==> src/rtl/rst_seq_ctrl.sv <==
// rtl/rst_seq_ctrl.sv - reset sequencer: hold all domains, release in index order, sticky cause
module rst_seq_ctrl #(
  parameter int NUM_DOM  = 4,
  parameter int CNT_W    = 8,
  parameter int HOLD_CYC = 16
) (
  input  logic                     clk_i,
  input  logic                     rst_i,
  input  logic                     sw_rst_req_i,
  input  logic                     wdt_rst_req_i,
  input  logic                     prog_rst_ni,
  input  logic [NUM_DOM*CNT_W-1:0] dom_delay_i,
  input  logic                     cause_clr_i,
  output logic [NUM_DOM-1:0]       dom_rst_no,
  output logic                     busy_o,
  output logic [3:0]               rst_cause_o
);

  localparam int IDX_W = (NUM_DOM > 1) ? $clog2(NUM_DOM) : 1;

  typedef enum logic [1:0] {
    HOLD = 2'd0,
    REL  = 2'd1,
    RUN  = 2'd2
  } state_e;

  state_e             state_q, state_d;
  logic [CNT_W-1:0]   cnt_q, cnt_d;
  logic [IDX_W-1:0]   idx_q, idx_d;
  logic [NUM_DOM-1:0] dom_q, dom_d;
  logic               busy_q, busy_d;
  logic [3:0]         cause_q, cause_d;

  logic               req;
  logic [CNT_W-1:0]   cnt_inc;
  logic [CNT_W-1:0]   cur_delay;

  // Any of these drops every domain back into reset; programmer reset is a level.
  assign req = sw_rst_req_i | wdt_rst_req_i | ~prog_rst_ni;

  // The counter saturates so a huge hold or delay can never wrap into an early match.
  assign cnt_inc = (cnt_q == {CNT_W{1'b1}}) ? cnt_q : cnt_q + 1'b1;

  // Pick the live release delay of the domain currently being sequenced.
  always_comb begin
    cur_delay = '0;
    for (int k = 0; k < NUM_DOM; k++) begin
      if (idx_q == IDX_W'(k)) cur_delay = dom_delay_i[k*CNT_W +: CNT_W];
    end
  end

  // Next-state, counter, release mask and cause logic.
  always_comb begin
    state_d = state_q;
    cnt_d   = cnt_q;
    idx_d   = idx_q;
    dom_d   = dom_q;

    // A request in the same cycle as a clear survives the clear.
    cause_d = cause_clr_i ? 4'b0000 : cause_q;
    cause_d = cause_d | {~prog_rst_ni, wdt_rst_req_i, sw_rst_req_i, 1'b0};

    case (state_q)
      HOLD: begin
        dom_d = '0;
        if (req) begin
          cnt_d = '0;
        end else if (cnt_q == CNT_W'(HOLD_CYC - 1)) begin
          state_d = REL;
          cnt_d   = '0;
          idx_d   = '0;
        end else begin
          cnt_d = cnt_inc;
        end
      end
      REL: begin
        if (req) begin
          state_d = HOLD;
          dom_d   = '0;
          cnt_d   = '0;
          idx_d   = '0;
        end else if (cnt_q == cur_delay) begin
          for (int k = 0; k < NUM_DOM; k++) begin
            if (idx_q == IDX_W'(k)) dom_d[k] = 1'b1;
          end
          cnt_d = '0;
          if (idx_q == IDX_W'(NUM_DOM - 1)) begin
            state_d = RUN;
          end else begin
            idx_d = idx_q + 1'b1;
          end
        end else begin
          cnt_d = cnt_inc;
        end
      end
      RUN: begin
        dom_d = '1;
        if (req) begin
          state_d = HOLD;
          dom_d   = '0;
          cnt_d   = '0;
          idx_d   = '0;
        end
      end
      default: begin
        state_d = HOLD;
        dom_d   = '0;
        cnt_d   = '0;
        idx_d   = '0;
      end
    endcase

    busy_d = (state_d != RUN);
  end

  // State and registered outputs; power-on reset records the POR cause.
  always_ff @(posedge clk_i or posedge rst_i) begin
    if (rst_i) begin
      state_q <= HOLD;
      cnt_q   <= '0;
      idx_q   <= '0;
      dom_q   <= '0;
      busy_q  <= 1'b1;
      cause_q <= 4'b0001;
    end else begin
      state_q <= state_d;
      cnt_q   <= cnt_d;
      idx_q   <= idx_d;
      dom_q   <= dom_d;
      busy_q  <= busy_d;
      cause_q <= cause_d;
    end
  end

  assign dom_rst_no  = dom_q;
  assign busy_o      = busy_q;
  assign rst_cause_o = cause_q;

endmodule

==> config.mk <==
export PLATFORM = sky130hd
export DESIGN_NAME = rst_seq_ctrl
export DESIGN_NICKNAME = d
export VERILOG_FILES = /design/src/rtl/rst_seq_ctrl.sv
export SDC_FILE = /design/constraint.sdc
export NUM_CORES = 1
export LEC_CHECK = 0
export ABC_CLOCK_PERIOD_IN_PS = 8300
export CORE_ASPECT_RATIO = 1.1
export CORE_MARGIN = 2
export CORE_UTILIZATION = 30
export DETAILED_ROUTE_END_ITERATION = 6
export SLEW_MARGIN = 15
export SYNTH_ARGS = -nofsm -noshare
export SYNTH_HDL_FRONTEND = slang
export SYNTH_SLANG_ARGS = --single-unit
==> constraint.sdc <==
create_clock -name clk_i -period 8.3 [get_ports clk_i]
set_clock_uncertainty 0.15 [all_clocks]
set_input_delay 0.83 -clock clk_i [delete_from_list [all_inputs] [get_ports clk_i]]
set_output_delay 0.83 -clock clk_i [all_outputs]
set_load 0.02 [all_outputs]
==> metrics.txt <==
placer congestion estimate 0.845; DRC 0; Via density 5.46; Post-synth top cells 22 x nor2_1, 19 x dfrtp_1, 16 x o21ai_0; WL/cell 14.5 um; crit path max-delay cell type nor4_4; total iterations of the first detailed-routing run 4; RSZ-0062 raised after global routing false; vias in the first global route 1757; initial antenna violation count 0; largest net degree at the start of global routing 22; top-count cell post-synth nor2_1; Crit. End Element flip-flop; Synth top area share 26.5%; core area 0.00577 mm^2; Pwr per Cell Area 89.4 mW/mm^2; worst-path cell chain inv_1, ha_1, nor2b_1, a221oi_2, o21ai_0, nand4_1, nor4_4, mux2i_1, a311o_1; Initial Util 31.1%; Final Hold Violating Endpoints 0; Syn. warnings 0; Hold Path Class reg -> reg; H-tree level count 1; grt total ovfl 0; Critical Path Start Type flip-flop; placed inst area 0.00229 mm^2; Clock Tree Buf Depth 2; clk_lat worst skew 0.26 ns; Routed Antenna Nets 0; status finished, final reports clean; ratio of final minimum period to clock period 43.9%; dpl ws 4.62 ns; # nets final 304; # diodes 0; CTS resizes 0; Routed WL 4.83 mm; fmax 0.274 GHz; DP Wirelength 3.70 mm; num rows 29; drt initial violations 86; ratio of cells with drive above 1 in the final layout 6.25%; post-route design area 0.00234 mm^2; Overall Global Routing Usage 14.9%; setup repair bufs after CTS 0; fin crit period 3.64 ns; synth unique cells 53; CTS Root Cell clkbuf_8; critical path arrival 3.65 ns; die height 85.1 um; via count 1818; CTS tree yes; Slew Limit Fails 0; CTS clk-pin slew, worst paths 0.08 ns; top_reg_cell synth dfrtp_1; crit path kind reg -> reg; Max VDD drop 0.0000572 V; Area Overhead vs Synth 30.4%; post-synth net total 265; final setup TNS 0 ns; Slew Limit Headroom 39.2%; setup slack after layout 4.66 ns; Port Buffers 46; Die ar. 0.00661 mm^2; mean area per synthesized cell 8.22 um^2; P_leak 0.869 nW; Seq/Total Area, Yosys 29.5%; largest cells by area after synthesis dfrtp_1 27%, ha_1 6.3%, a221oi_2 5.0%; hold buffer count at cts 0; global-route wire length before repair 8.17 mm; Die Wd 77.7 um; Worst-Margin Slew 0.904 ns; Synth Instances 218; MaxCap Viol Count 0; Post-synth EDFFs 0; clock tree sinks 21; total I/O pin count 47; register bit count reported by yosys 21; Finish-stage setup viols 0; required time worst endpoint 8.30 ns; crit-path max FO 18; CTS Buf Count 3; Async S/R FF share, synth 100%; CP max stage delay 0.83 ns; area leader, netlist dfrtp_1; Synth Cell Area 0.00179 mm^2
==> power by group <==
| part | internal (mW) | switching [mW] |
|---|---|---|
| logic | 0.0217 | 0.0131 |
| registers | 0.103 | 0.000884 |
| clock network | 0.0339 | 0.0359 |
==> routing by layer <==
metal	up-vias	part of all wire [%]	track usage, %
met5	-	0	0
met3	6	2.6	1.49
met2	35	50	24.9
met4	0	1.1	4.87
li1	910	-	-
met1	867	46	20.3
==> layout by cell type (no fill, tap or decap), types with 3 or more instances in the layout <==
master           Yosys  routed
a21o_1               3       3
a21oi_1              7       7
a221oi_2             6       6
clkbuf_8             0       3
clkdlybuf4s50_1      0      46
dfrtp_1             19      19
ha_1                 9       9
inv_1               11      11
mux2i_1              3       3
nand2_1             14      14
nand2b_1             3       3
nand3_1             14      14
nand4_1              8       8
nor2_1              22      22
nor2b_1              4       4
nor3_1               4       4
nor4_1               5       5
o21ai_0             16      16
o221ai_1             3       3
o22ai_1              6       6
or3_1                6       6
or4_1                3       3
==> path summary, 6_finish.rpt <==
path,from,endpoint,slack (ns),cells past startpoint
worst max-delay path,idx_q[1],dom_rst_no[1],4.66,9
worst min-delay path,rst_cause_o[0],rst_cause_o[0],0.34,1
worst max register to register,idx_q[1],dom_rst_no[1],4.66,9
worst min register to register,rst_cause_o[0],rst_cause_o[0],0.34,1
max in group asynchronous,rst_i,idx_q[0],6.61,2
min in group asynchronous,rst_i,rst_cause_o[3],0.87,2
==> layout make-up <==
cell class / instances / area, um^2
repair buffers: 46 / 460
well taps: 77 / 96.3
flip-flops and latches: 21 / 528
fillers: 581 / 3430
inverters: 12 / 45.0
clock inverters: 1 / 7.51
clock buffers: 3 / 41.3
multi-input cells: 173 / 1160
==> stage by stage <==
| stage | hold WS [ns] | utilization [%] | total power, mW | instances |
|---|---|---|---|---|
| 2_1_floorplan | 0.366 | - | 0.118 | 218 |
| 5_1_grt | 0.363 | 40.5 | 0.221 | 333 |
| 3_5_place_dp | 0.327 | 39.7 | 0.141 | 329 |
| 6_report | 0.337 | 40.5 | 0.209 | 333 |
| 4_1_cts | 0.339 | 40.5 | 0.214 | 333 |
| 3_3_place_gp | 0.313 | 39.7 | 0.141 | 329 |
==> worst max-delay path: cells and delay by family, from the launching register on <==
kind,cells,cell delay [ns]
AND/OR/NAND/NOR,3,1.67
adder cells (fa/ha/maj),1,0.37
AO/OA/AOI/OAI,3,0.68
multiplexers,1,0.16
buffers and inverters,1,0.09
flip-flops,1,0.40
==> flip-flops by register name (all words and copies together) (netlist names) <==
signal and flops:
busy_o 1, idx_q 2, dom_rst_no 4, state_q 2, rst_cause_o 4, cnt_q 8
==> logic make-up after synthesis <==
group           Yosys count  share of synthesized area, %
mux                       3                          1.68
simple gates             95                          28.6
flops                    21                          29.5
xor+xnor                  1                         0.489
buf+inv                  24                          5.87
compound gates           65                          27.6
fa+ha+maj                 9                          6.29
Note: power is estimated with default switching activity, not from simulation.
